[src/rtl/multicycle_control_pkg.sv]
// Shared constants for the multicycle MIPS control path: opcodes, ALU op codes,
// mux selects and the main FSM state encoding.
package multicycle_control_pkg;

  localparam logic [5:0] OP_RTYPE = 6'h00;
  localparam logic [5:0] OP_J     = 6'h02;
  localparam logic [5:0] OP_BEQ   = 6'h04;
  localparam logic [5:0] OP_ADDI  = 6'h08;
  localparam logic [5:0] OP_LW    = 6'h23;
  localparam logic [5:0] OP_SW    = 6'h2B;

  // Shared with the ALU control decoder
  localparam logic [1:0] ALUOP_ADD   = 2'b00;
  localparam logic [1:0] ALUOP_SUB   = 2'b01;
  localparam logic [1:0] ALUOP_FUNCT = 2'b10;

  localparam logic [1:0] SRCB_B       = 2'b00;
  localparam logic [1:0] SRCB_FOUR    = 2'b01;
  localparam logic [1:0] SRCB_IMM     = 2'b10;
  localparam logic [1:0] SRCB_IMM_SH2 = 2'b11;

  localparam logic [1:0] PCSRC_ALU    = 2'b00;
  localparam logic [1:0] PCSRC_ALUOUT = 2'b01;
  localparam logic [1:0] PCSRC_JUMP   = 2'b10;

  typedef enum logic [3:0] {
    FETCH   = 4'd0,
    DECODE  = 4'd1,
    MEMADR  = 4'd2,
    MEMRD   = 4'd3,
    MEMWB   = 4'd4,
    MEMWR   = 4'd5,
    EXECUTE = 4'd6,
    ALUWB   = 4'd7,
    BRANCH  = 4'd8,
    ADDIEX  = 4'd9,
    ADDIWB  = 4'd10,
    JUMP    = 4'd11
  } state_t;

  function automatic logic op_is_legal(input logic [5:0] op);
    case (op)
      OP_RTYPE, OP_J, OP_BEQ, OP_ADDI, OP_LW, OP_SW: op_is_legal = 1'b1;
      default:                                       op_is_legal = 1'b0;
    endcase
  endfunction

endpackage

[src/rtl/multicycle_control.sv]
// Main control FSM of the multicycle MIPS core: sequences fetch/decode/execute/
// memory/writeback steps and stalls memory states on the mem_ready handshake.
module multicycle_control
  import multicycle_control_pkg::*;
#(
  parameter bit MEM_WAIT = 1'b1
) (
  input  logic       clk,
  input  logic       rst_n,
  input  logic [5:0] op,
  input  logic       zero,
  input  logic       mem_ready,
  output logic       memread,
  output logic       memwrite,
  output logic       iord,
  output logic       irwrite,
  output logic       regdst,
  output logic       memtoreg,
  output logic       regwrite,
  output logic       alusrca,
  output logic [1:0] alusrcb,
  output logic [1:0] aluop,
  output logic [1:0] pcsrc,
  output logic       pcen,
  output logic       illegal
);

  state_t state, state_next;
  logic   is_store;
  logic   mem_done;
  logic   pcwrite;
  logic   branch;

  // With single-cycle memory the handshake is ignored entirely
  assign mem_done = MEM_WAIT ? mem_ready : 1'b1;

  always_ff @(posedge clk or negedge rst_n) begin
    if (!rst_n) state <= FETCH;
    else        state <= state_next;
  end

  // lw/sw choice and the sticky illegal flag are both taken from the opcode seen in DECODE
  always_ff @(posedge clk or negedge rst_n) begin
    if (!rst_n) begin
      is_store <= 1'b0;
      illegal  <= 1'b0;
    end else if (state == DECODE) begin
      is_store <= (op == OP_SW);
      if (!op_is_legal(op)) illegal <= 1'b1;
    end
  end

  always_comb begin
    state_next = FETCH;
    case (state)
      FETCH:   state_next = mem_done ? DECODE : FETCH;
      DECODE: begin
        case (op)
          OP_LW, OP_SW: state_next = MEMADR;
          OP_RTYPE:     state_next = EXECUTE;
          OP_BEQ:       state_next = BRANCH;
          OP_ADDI:      state_next = ADDIEX;
          OP_J:         state_next = JUMP;
          default:      state_next = FETCH;
        endcase
      end
      MEMADR:  state_next = is_store ? MEMWR : MEMRD;
      MEMRD:   state_next = mem_done ? MEMWB : MEMRD;
      MEMWB:   state_next = FETCH;
      MEMWR:   state_next = mem_done ? FETCH : MEMWR;
      EXECUTE: state_next = ALUWB;
      ALUWB:   state_next = FETCH;
      BRANCH:  state_next = FETCH;
      ADDIEX:  state_next = ADDIWB;
      ADDIWB:  state_next = FETCH;
      JUMP:    state_next = FETCH;
      default: state_next = FETCH;
    endcase
  end

  always_comb begin
    memread  = 1'b0;
    memwrite = 1'b0;
    iord     = 1'b0;
    irwrite  = 1'b0;
    regdst   = 1'b0;
    memtoreg = 1'b0;
    regwrite = 1'b0;
    alusrca  = 1'b0;
    alusrcb  = SRCB_B;
    aluop    = ALUOP_ADD;
    pcsrc    = PCSRC_ALU;
    pcwrite  = 1'b0;
    branch   = 1'b0;
    case (state)
      FETCH: begin
        memread = 1'b1;
        irwrite = mem_done;
        alusrcb = SRCB_FOUR;
        pcwrite = mem_done;
      end
      DECODE:  alusrcb = SRCB_IMM_SH2;
      MEMADR: begin
        alusrca = 1'b1;
        alusrcb = SRCB_IMM;
      end
      MEMRD: begin
        iord    = 1'b1;
        memread = 1'b1;
      end
      MEMWB: begin
        memtoreg = 1'b1;
        regwrite = 1'b1;
      end
      MEMWR: begin
        iord     = 1'b1;
        memwrite = 1'b1;
      end
      EXECUTE: begin
        alusrca = 1'b1;
        aluop   = ALUOP_FUNCT;
      end
      ALUWB: begin
        regdst   = 1'b1;
        regwrite = 1'b1;
      end
      BRANCH: begin
        alusrca = 1'b1;
        aluop   = ALUOP_SUB;
        pcsrc   = PCSRC_ALUOUT;
        branch  = 1'b1;
      end
      ADDIEX: begin
        alusrca = 1'b1;
        alusrcb = SRCB_IMM;
      end
      ADDIWB:  regwrite = 1'b1;
      JUMP: begin
        pcsrc   = PCSRC_JUMP;
        pcwrite = 1'b1;
      end
      default: ;
    endcase
  end

  assign pcen = pcwrite | (branch & zero);

endmodule

[config.mk]
export PLATFORM = sky130hd
export DESIGN_NAME = multicycle_control
export DESIGN_NICKNAME = d
export VERILOG_FILES = /design/src/rtl/multicycle_control_pkg.sv /design/src/rtl/multicycle_control.sv
export SDC_FILE = /design/constraint.sdc
export NUM_CORES = 1
export LEC_CHECK = 0
export CORE_AREA = 4 4 41 43
export CTS_CLUSTER_SIZE = 10
export DETAILED_ROUTE_END_ITERATION = 10
export DIE_AREA = 0 0 45 47
export DONT_BUFFER_PORTS = 1
export PLACE_DENSITY = 0.71
export SYNTH_ARGS = -nofsm -noshare
export SYNTH_HDL_FRONTEND = slang
export SYNTH_SLANG_ARGS = --single-unit
export TNS_END_PERCENT = 1
[constraint.sdc]
create_clock -name clk -period 1.64 [get_ports clk]
set_input_delay 0.164 -clock clk [delete_from_list [all_inputs] [get_ports clk]]
set_output_delay 0.164 -clock clk [all_outputs]
set_load 0.005 [all_outputs]
* Yosys cells after proc, flatten, opt, wreduce, memory -nomap -nowiden *
Index checks and enable logic that the tools add are counted.

cells by class
  $add $sub $neg = 0
  multipliers = 0
  divide/modulo/power cells = 0
  $lt $le $gt $ge = 0
  equal/unequal tests = 16
  shift operators = 0
  mux-type cells = 21
  bitwise gates (word level) = 3
  reduce and logical (&&, ||, !) cells = 10

operators with widths
  operator                                        number
  one-hot mux 4 bit (7 select lines)              1
  one-hot mux 4 bit (5 select lines)              1
  == test 4 x 3 -> 1 bit (second input constant)  4
  == test 4 bit (second input constant)           4
  == test 6 bit (second input constant)           2
  two-way mux 1 bit                               12
  two-way mux 3 bit                               3
  == test 4 x 2 -> 1 bit (second input constant)  2
  one-hot mux 2 bit (2 select lines)              2
  OR reduction 2 bit                              4
  == test 6 x 2 -> 1 bit (second input constant)  1
  == test 6 x 3 -> 1 bit (second input constant)  1
  == test 6 x 4 -> 1 bit (second input constant)  1
  zero test 6 bit                                 1
  one-hot mux 2 bit (3 select lines)              1
  OR reduction 6 bit                              1
  == test 4 x 1 -> 1 bit (second input constant)  1
  zero test 4 bit                                 1
  OR reduction 4 bit                              1
  OR reduction 3 bit                              1
  one-hot mux 1 bit (2 select lines)              1
  AND reduction 2 bit                             1
  AND 1 bit                                       1
  NOT 1 bit                                       1
  bitwise OR 1 bit                                1

storage, ports and cells
  register bits after elaboration = 6
  latch bits = 0
  memory bits (writable) = 0
  memory bits (read-only) = 0
  input port bits = 10
  output and inout port bits = 16
  logic and storage cells = 53
  memories = 0

* Logic depth before layout (Yosys ltp) *
Gate-level depths: netlist of the first run.

  depth after elaboration = 6
  gate-level depth with buffers = 5
  mapped depth without buffers = 3

* Least setup slack after synthesis of the first run *
OpenSTA, ideal clock, no wires.

  path type = register to output
  start = reg state[3]
  end = out regwrite
  data arrival time = 1.158 ns
  data required time = 1.476 ns
  path slack = 0.318 ns
  cell stages (with the launch flop) = 5
  buffers on the path = 1
  path through = dfrtp_1 -> buf_6 -> nand2b_1 -> mux2_2 -> o22ai_1

on the way
  cells in the longest elaborated chain, start to end = 3
  elaborated cells between the ends (all ways) = 5
  classes of those cells = eq/ne: 3; mux: 1; reduce/logical: 1

RTL lines
  what                                                     RTL line                  source
  from (decl)                                              multicycle_control.sv:28  state_t state, state_next;
  from (signal assigned)                                   multicycle_control.sv:39  else state <= state_next;
  == test 4 bit or == test 4 x 3 -> 1 bit (tied branches)  multicycle_control.sv:95  case (state)
  OR reduction 3 bit (no source line) *                    n/a
  two-way mux 1 bit *                                      multicycle_control.sv:95
  to (decl)                                                multicycle_control.sv:19  output logic regwrite,

Every way passes the cells marked *; elsewhere a longest branch is shown, timed or not.

* Worst setup path in the final report of the first run *
Ends and elaborated chain as after synthesis.

==> metrics.md, run 1 <==
| Metric | Value |
|---|---|
| RSZ-0062 raised after global routing | `false` |
| CP max FO | `6` |
| Post-synthesis sequential area ratio | `0.243` |
| Slew margin rel. | `0.761` |
| HP Class | `in2reg` |
| Largest net degree at the start of global routing | `21` |
| Post-synth EDFFs | `0` |
| Antenna Nets Post-Route | `0` |
| Critical path's largest stage delay | `0.40 ns` |
| Die Y | `47 um` |
| CP cell instances | `or2b_1 > mux2_2 > o22ai_1` |
| Reg clk slew, reported paths | `0.05 ns` |
| Die Area | `0.00212 mm^2` |
| Synth Flop Type | `dfrtp_1` |
| Worst setup EP type | `output pin` |
| Startpoint types | `flip-flop` |
| Measured slew at the worst slew-check pin | `0.356 ns` |
| Crit-path slowest cell | `dfrtp_2` |
| DR DRC count | `0` |
| Max rail drop VDD | `443 uV` |
| CP required | `1.48 ns` |
| Placer Congestion | `0.740` |
| Syn_nets | `91` |
| Area post-placement | `618 um^2` |
| Fmax | `0.646 GHz` |
| Unique masters post-synth | `33` |
| Synth area leader | `dfrtp_1` |
| Initial antenna violation count | `0` |
| Final Hold Vio Count | `0` |
| Synth-to-Final Area Change | `7.51%` |
| CTS Sinks | `6` |
| Pwr Total | `776 uW` |
| Pre-Repair DR Iteration Count | `4` |
| Hpwl dp | `1030 um` |
| Top-area cell type share of the netlist area | `0.243` |
| Detailed-route via count | `580` |
| Max-slew violations | `0` |
| Final WL | `1360 um` |
| Critical path data arrival time | `1.38 ns` |
| Kind of critical path | `reg2out` |
| CP delay by family, top | `flip-flops` |
| Lkg Pwr | `0.249 nW` |
| Initial Util | `0.474` |
| Rows | `13` |
| Syn Std Cell Area | `617 um^2` |
| Syn Area/Cell | `7.62 um^2` |
| Period utilisation layout | `0.944` |
| Worst-skew pair later-pin latency | `0.25 ns` |
| Crit path time final | `1.55 ns` |
| Post-synth top cells | `10 x nor2_1, 6 x dfrtp_1, 5 x buf_2, 5 x nand2b_1, 5 x nor3_1` |
| Number of global-route vias before repair | `475` |
| Root buf cell | `clkbuf_4` |
| Seq cells post-synth | `6` |
| Most common cell in the netlist | `nor2_1` |
| First-pass GRT wire length | `2160 um` |
| CTS tree | `done` |
| Final Skew | `0.00674 ns` |
| Max Cap Violations | `0` |
| Total grt overflow | `0` |
| Synth Instances | `81` |
| PwrDens | `1170 mW/mm^2` |
| Warnings, synthesis | `0` |
| Final nets | `94` |
| Inserted Diodes | `0` |
| PortBufs | `0` |
| Average wire per standard cell | `14.0 um` |
| Post-layout instance area | `663 um^2` |
| Clock Tree Buf Depth | `2` |
| 1st-iter DRT viols | `14` |
| Die W | `45 um` |
| Core ar. | `0.00130 mm^2` |
| Layout cells sized above 1 | `0.159` |
| Total global-route track usage | `0.149` |
| Outcome | `finished clean` |
| H-tree Lvls | `1` |
| Final setup violating endpoints | `0` |
| Via density | `5.98` |
| CP bufs+invs | `0` |
| Setup tns final | `0 ns` |
| Post-synth ARST share | `1.00` |
| Ranking of synthesized cells by area | `dfrtp_1 24%, nor2_1 6.1%, nand2b_1 5.1%` |
| Num CTS Buffers | `3` |
| Number of I/O pins | `26` |
-- per-stage QoR --
stage	util	hold WS (ns)	instances	worst slack [ns]
after floorplan	-	-0.132	81	0.318
final	0.510	0.0643	97	0.0921
after global routing	0.510	0.0452	97	0.0150
after CTS	0.502	0.0514	96	0.0437
after detailed placement	0.475	-0.131	92	0.214
after global placement	0.475	-0.131	92	0.225
-- cell families (layout without fill, tap and decap cells) --
family                 count (synthesis)  in the layout  share of synthesized area
AND/OR/NAND/NOR                       40             40                      0.387
AO/OA/AOI/OAI                         20             20                      0.203
buffers and inverters                 10             11                     0.0892
flip-flops                             6              6                      0.243
XOR/XNOR                               3              3                     0.0426
multiplexers                           2              2                     0.0345
-- routing by layer --
metal	global-route usage	wire length (um)	vias up
met1	0.194	616	265
met2	0.186	601	18
met4	0.123	47	0
met5	0	0	-
li1	-	-	292
met3	0.0651	92	5
-- layout by cell type, fill, tap and decap left out --
cell	n
a211oi_1	1
a21oi_1	3
a31o_1	1
and3_1	3
and3b_1	1
buf_4	5
clkbuf_4	3
dfrtp_1	4
dfrtp_2	2
dlygate4sd3_1	1
inv_1	2
mux2_2	1
mux2i_1	1
nand2_1	3
nand2b_1	4
nand2b_2	1
nand3_1	2
nand4_1	3
nand4b_1	1
nand4bb_1	1
nor2_1	10
nor2b_1	2
nor3_1	5
nor3b_1	1
nor4b_4	1
o211a_1	1
o211ai_1	3
o21ai_0	4
o21ai_1	4
o22ai_1	1
o31ai_1	2
or2b_1	1
or3_1	1
xor2_1	3
-- final timing paths --
check | end | cells past startpoint | startpoint | slack, ns
worst max-delay path | regwrite | 3 | state[3] | 0.09
worst min-delay path | is_store | 2 | op[3] | 0.06
worst max register to register | state[2] | 4 | state[3] | 0.31
worst min register to register | illegal | 1 | illegal | 0.51
max in group asynchronous | state[3] | 1 | rst_n | 1.19
min in group asynchronous | illegal | 1 | rst_n | 0.22
-- registers in the layout, indices dropped and copies added, names as in the netlist --
register  flops
illegal       1
is_store      1
state         4
-- worst register-to-register path: cells and delay by family, from the launching register on --
kind | cells | cell delay [ns]
compound gates | 1 | 0.11
buf+inv | 1 | 0.16
flops | 1 | 0.43
simple gates | 2 | 0.54
-- layout make-up --
class | count | area (um^2)
clock buffers | 3 | 22.5
fillers | 144 | 638
inverters | 2 | 7.51
multi-input cells | 65 | 414
flip-flops and latches | 6 | 153
well taps | 15 | 18.8
repair buffers | 6 | 47.5
-- repair_timing --
action,CTS,global route
hold buffers,1,0
gates resized for setup,2,1
hold endpoints to repair,6,0
buffers inserted,0,1
endpoints found under the setup margin,3,1
-- report_power, final --
group          total [mW]  switching, mW  internal, mW
Clock               0.138         0.0552        0.0829
Sequential          0.245         0.0681         0.177
Combinational       0.393          0.207         0.185
Note: power is estimated with default switching activity, not from simulation.
==> inputs of run 2 (changes only) <==
--- a/config.mk
+++ b/config.mk
@@ -10,7 +10,7 @@
 export DETAILED_ROUTE_END_ITERATION = 10
 export DIE_AREA = 0 0 45 47
 export DONT_BUFFER_PORTS = 1
-export PLACE_DENSITY = 0.71
+export PLACE_DENSITY = 0.6
 export SYNTH_ARGS = -nofsm -noshare
 export SYNTH_HDL_FRONTEND = slang
 export SYNTH_SLANG_ARGS = --single-unit
==> run 2 against run 1 <==
First-iteration DRC count down 14%. Power down 0.77%. Maximum frequency is 1.4% higher. Die area unchanged. Via count increased by 0.52%. Largest power group unchanged.
==> metrics.md, run 2 (synthesis gave the netlist of run 1 again) <==
| Metric | Value |
|---|---|
| Outcome | `finished clean` |
| Measured slew at the worst slew-check pin | `0.352 ns (-0.00363 ns)` |
| Worst-skew pair later-pin latency | `0.24 ns (about the same)` |
| Largest net degree at the start of global routing | `16 (-24%)` |
| H-tree Lvls | `1 (unchanged)` |
| CP Capture Point | `regwrite` |
| Pre-Repair DR Iteration Count | `4 (unchanged)` |
| Largest register FFs | `4 (unchanged)` |
| Inserted Diodes | `0 (unchanged)` |
| Hpwl dp | `1100 um (+6.8%)` |
| Number of global-route vias before repair | `530 (+12%)` |
| CTS tree | `done` |
| Setup WS pre-CTS | `0.307 ns (+0.0930 ns)` |
| Commonest non-fill, non-tap cells in the layout | `10 x nor2_1, 5 x nand2b_1, 5 x nor3_1` |
| Final nets | `93 (-1.1%)` |
| Root buf cell | `clkbuf_4` |
| R2R Path Start | `state[3]` |
| Largest Register | `state` |
| Die W | `45 um (unchanged)` |
| Post-Layout Cell Count | `96 (-1.0%)` |
| Final Skew | `0.00330 ns (-0.00344 ns)` |
| Reg clk slew, reported paths | `0.05 ns (about the same)` |
| Total grt overflow | `0 (unchanged)` |
| HP Class | `in2reg` |
| Final setup violating endpoints | `0 (unchanged)` |
| Commonest non-fill, non-tap cell in the layout | `nor2_1` |
| Die Y | `47 um (unchanged)` |
| Regs by FF count | `state x4, illegal x1, is_store x1` |
| Kind of critical path | `reg2out` |
| Average wire per standard cell | `15.2 um (+8.4%)` |
| First-pass GRT wire length | `2330 um (+7.7%)` |
| Number of setup buffers added after CTS | `0 (unchanged)` |
| DR DRC count | `0 (unchanged)` |
| Synth-to-Final Area Change | `6.09%` |
| Initial Util | `0.474 (unchanged)` |
| PortBufs | `0 (unchanged)` |
| Max rail drop VDD | `626 uV (+41%)` |
| PwrDens | `1180 mW/mm^2 (+0.56%)` |
| Num CTS Buffers | `3 (unchanged)` |
| Worst hold slack | `0.0776 ns (+0.0133 ns)` |
| Fmax | `0.655 GHz (+1.4%)` |
| CTS Sinks | `6 (unchanged)` |
| Worst setup EP type | `output pin` |
| Core ar. | `0.00130 mm^2 (unchanged)` |
| CP startpoint | `state[3]` |
| Via density | `6.07 (+1.6%)` |
| Max Cap Violations | `0 (unchanged)` |
| Cell depth of the worst flop-to-flop path | `4 (unchanged)` |
| Max-slew violations | `0 (unchanged)` |
| Final WS setup | `0.113 ns (+0.0211 ns)` |
| Number of I/O pins | `26 (unchanged)` |
| Period utilisation layout | `0.931 (-0.0129)` |
| Antenna Nets Post-Route | `0 (unchanged)` |
| Lkg Pwr | `0.242 nW (-2.7%)` |
| CP max FO | `6 (unchanged)` |
| RSZ-0062 raised after global routing | `false` |
| Final WL | `1460 um (+7.3%)` |
| Final Hold Vio Count | `0 (unchanged)` |
| Total global-route track usage | `0.152 (+0.00214)` |
| Placer Congestion | `0.724 (-2.1%)` |
| Startpoint types | `flip-flop` |
| Reg2reg end | `state[0]` |
| Crit path time final | `1.53 ns (-0.0211 ns)` |
| 1st-iter DRT viols | `12 (-2)` |
| Fill cell count | `135 (-6.3%)` |
| Layout cells sized above 1 | `0.148 (-0.0104)` |
| Critical path data arrival time | `1.36 ns (-0.02 ns)` |
| CP required | `1.48 ns (about the same)` |
| Flop-to-flop setup slack | `0.32 ns (about the same)` |
| Slew margin rel. | `0.763 (+0.00244)` |
| Dpl cells | `92 (unchanged)` |
| Rows | `13 (unchanged)` |
| Setup tns final | `0 ns (unchanged)` |
| Initial antenna violation count | `0 (unchanged)` |
| Clock Tree Buf Depth | `2 (unchanged)` |
| Die Area | `0.00212 mm^2 (unchanged)` |
| Detailed-route via count | `583 (+0.52%)` |
==> run 2: changes by cell type in the layout (fill, tap and decap cells not counted) <==
| cell | previous run | this run |
|---|---|---|
| buf_4 | 5 | 4 |
| nand2b_1 | 4 | 5 |
| dfrtp_2 | 2 | 3 |
| nand2b_2 | 1 | 0 |
| dfrtp_1 | 4 | 3 |
==> run 2: worst min path at each step <==
stage          startpoint  endpoint  slack (ns)  cells after the start
2_1_floorplan       rst_n   illegal       -0.13                      0
3_3_place_gp        rst_n   illegal       -0.13                      0
3_5_place_dp        rst_n   illegal       -0.13                      0
4_1_cts             op[3]  is_store        0.07                      2
5_1_grt             op[3]  is_store        0.09                      2
6_report            op[3]  is_store        0.08                      2
==> run 2: area by class of cell <==
cell class	instances	area, um^2	area share
multi-input cells	65	412	0.629
clock buffers	3	22.5	0.0344
repair buffers	5	40.0	0.0612
well taps	15	18.8	0.0287
inverters	2	7.51	0.0115
flip-flops and latches	6	154	0.235
==> run 2: power breakdown <==
| group | switching (mW) | internal, mW |
|---|---|---|
| Combinational | 0.206 | 0.179 |
| Clock | 0.0490 | 0.0825 |
| Sequential | 0.0743 | 0.180 |
==> run 2: stage by stage <==
| step | total power, mW | instance area, um^2 | utilization |
|---|---|---|---|
| after floorplan | 0.561 | 617 | - |
| after global placement | 0.627 | 618 | 0.475 |
| after detailed placement | 0.629 | 618 | 0.475 |
| after CTS | 0.769 | 651 | 0.500 |
| after global routing | 0.839 | 654 | 0.503 |
| final | 0.770 | 654 | 0.503 |
==> run 2: worst max-delay path, cell delays in order, from the launching register on <==
cell	delay (ns)
dfrtp_2	0.40
or2b_1	0.29
mux2_2	0.28
o22ai_1	0.16
==> run 2: timing repair <==
action	4_1_cts	5_1_grt
gates resized for setup	0	3
hold endpoints to repair	6	0
endpoints found under the setup margin	0	2
hold buffers	1	0
==> run 2: metal layers <==
| metal | global-route usage | vias up | routed length, um |
|---|---|---|---|
| met1 | 0.210 | 269 | 695 |
| li1 | - | 293 | - |
| met2 | 0.229 | 19 | 689 |
| met5 | 0 | - | 0 |
| met4 | 0.0702 | 0 | 19 |
| met3 | 0.0268 | 2 | 53 |
==> inputs of run 3 (changes only) <==
==> constraint.sdc (replaced) <==
create_clock -name clk -period 1.9 [get_ports clk]
set_input_delay 0.19 -clock clk [delete_from_list [all_inputs] [get_ports clk]]
set_output_delay 0.19 -clock clk [all_outputs]
set_load 0.005 [all_outputs]
==> run 3 against run 2 <==
Combinational power down 17%. Utilization down 1.3 points. Count of clock-buffer cells in the layout unchanged. Hold slack improved by 0.015 ns. Cell area is 2.7% lower. Wire length shrank 2.9%. Final cell count fell by 2.1%. Highest routed layer is now met3. Flip-flop and latch count did not move.
==> metrics.md, run 3 (synthesis gave the netlist of run 1 again) <==
| Metric | Value |
|---|---|
| Slew margin rel. | `0.735 (-0.0283)` |
| Regs by FF count | `state x4, illegal x1, is_store x1` |
| Critical path's largest stage delay | `0.58 ns (+0.18 ns)` |
| Root buf cell | `clkbuf_4` |
| Measured slew at the worst slew-check pin | `0.397 ns (+0.0452 ns)` |
| CP max FO | `12 (+6)` |
| Inserted Diodes | `0 (unchanged)` |
| Lkg Pwr | `0.234 nW (-3.3%)` |
| Final Hold Vio Count | `0 (unchanged)` |
| Number of global-route vias before repair | `483 (-8.9%)` |
| PwrDens | `1030 mW/mm^2 (-13%)` |
| Fmax | `0.562 GHz` |
| Worst setup EP type | `output pin` |
| Commonest non-fill, non-tap cells in the layout | `10 x nor2_1, 5 x nand2b_1, 5 x nor3_1, 5 x dfrtp_1` |
| Die Y | `47 um (unchanged)` |
| Startpoint types | `flip-flop` |
| Core ar. | `0.00130 mm^2 (unchanged)` |
| Crit-path slowest cell | `dfrtp_1` |
| Final setup violating endpoints | `0 (unchanged)` |
| 1st-iter DRT viols | `22 (+10)` |
| Pre-Repair DR Iteration Count | `4 (unchanged)` |
| Clock Tree Buf Depth | `2 (unchanged)` |
| Initial Util | `0.474 (unchanged)` |
| Largest register FFs | `4 (unchanged)` |
| CP bufs+invs | `0 (unchanged)` |
| Number of setup buffers added after CTS | `0 (unchanged)` |
| Average wire per standard cell | `15.1 um (-0.82%)` |
| Max Cap Violations | `0 (unchanged)` |
| Top Layer Used | `met3` |
| First-pass GRT wire length | `2240 um (-3.6%)` |
| DR DRC count | `0 (unchanged)` |
| Post-layout instance area | `637 um^2 (-2.7%)` |
| Max rail drop VDD | `469 uV (-25%)` |
| Wl on met1 | `696 um (+0.14%)` |
| Die Area | `0.00212 mm^2 (unchanged)` |
| RSZ-0062 raised after global routing | `false` |
| Final nets | `91 (-2.2%)` |
| Total grt overflow | `0 (unchanged)` |
| Setup WS pre-CTS | `0.383 ns (+0.0759 ns)` |
| Detailed-route via count | `573 (-1.7%)` |
| Die W | `45 um (unchanged)` |
| Area post-placement | `603 um^2 (-2.4%)` |
| Number of I/O pins | `26 (unchanged)` |
| Initial antenna violation count | `0 (unchanged)` |
| Kind of critical path | `reg2out` |
| Setup tns final | `0 ns (unchanged)` |
| HP Class | `in2reg` |
| Final WL | `1420 um (-2.9%)` |
| Final Skew | `0.00167 ns (-0.00162 ns)` |
| Largest Register | `state` |
| Max-slew violations | `0 (unchanged)` |
| Rows | `13 (unchanged)` |
| Largest net degree at the start of global routing | `21 (+5)` |
| Placer Congestion | `0.740 (+2.2%)` |
| Synth-to-Final Area Change | `3.25%` |
| Flop-to-flop setup slack | `0.56 ns (+0.24 ns)` |
| Antenna Nets Post-Route | `0 (unchanged)` |
| Reg clk slew, reported paths | `0.04 ns (about the same)` |
| Commonest non-fill, non-tap cell in the layout | `nor2_1` |
| CTS Sinks | `6 (unchanged)` |
| Critical path data arrival time | `1.59 ns (+0.23 ns)` |
| Final WS setup | `0.121 ns (+0.00809 ns)` |
| PortBufs | `0 (unchanged)` |
| Hpwl dp | `1060 um (-3.1%)` |
| Total global-route track usage | `0.144 (-0.00726)` |
| CP required | `1.71 ns (+0.23 ns)` |
| CP cell instances | `or2b_1 > mux2_2 > o22ai_1` |
| Met2 routed wirelength | `638 um (-7.4%)` |
| Via density | `6.10 (+0.38%)` |
| Crit path time final | `1.78 ns` |
| CTS tree | `done` |
| Worst-skew pair later-pin latency | `0.24 ns (about the same)` |
| Num CTS Buffers | `3 (unchanged)` |
| Met3 Wirelength | `80 um (+51%)` |
| Outcome | `finished clean` |
| CP delay by family, top | `flip-flops` |
| Period utilisation layout | `0.936` |
| H-tree Lvls | `1 (unchanged)` |
| Layout cells sized above 1 | `0.101 (-0.0469)` |
## run 3: power by group
| part | leakage (nW) | internal, mW | total, mW | switching [mW] |
|---|---|---|---|---|
| sequential | 0.0743 | 0.152 | 0.218 | 0.0653 |
| combinational | 0.146 | 0.146 | 0.318 | 0.172 |
| clock | 0.0138 | 0.0714 | 0.117 | 0.0456 |
## run 3: worst register-to-register path, stage by stage, from the launching register on
cell and delay, ns:
dfrtp_2 0.53, nor4b_4 0.45, o211ai_1 0.16, o211ai_1 0.12
## run 3: layout make-up
type / instances / area [um^2]
clock buffer: 3 / 22.5
inverter: 2 / 7.51
multi-input combinational: 65 / 412
tap: 15 / 18.8
timing repair buffer: 3 / 25.0
sequential: 6 / 151
fill: 144 / 664
## run 3: metal layers
layer / vias to the layer above / track usage
met5: - / 0
met3: 0 / 0.0536
met2: 15 / 0.198
met1: 271 / 0.211
met4: 0 / 0.0351
li1: 287 / -
## run 3: metrics by stage
step | instances | power [mW] | hold WS (ns) | util
global placement | 90 | 0.533 | -0.105 | 0.463
detailed placement | 90 | 0.534 | -0.105 | 0.463
floorplan | 81 | 0.484 | -0.106 | -
CTS | 94 | 0.657 | 0.0931 | 0.488
global route | 94 | 0.726 | 0.0988 | 0.489
finish | 94 | 0.653 | 0.0931 | 0.489
## run 3: repair_timing
action,in CTS,in global routing
endpoints found under the setup margin,0,1
hold endpoints to repair,6,0
hold buffers,1,0
resized for setup,0,1
## run 3: path summary, 6_finish.rpt
path                            startpoint  depth (start not counted)        to
min in group asynchronous            rst_n                          1   illegal
worst min-delay path                 op[3]                          2  is_store
worst max-delay path              state[3]                          3  regwrite
worst max register to register    state[1]                          3  state[1]
max in group asynchronous            rst_n                          1  state[1]
worst min register to register     illegal                          1   illegal
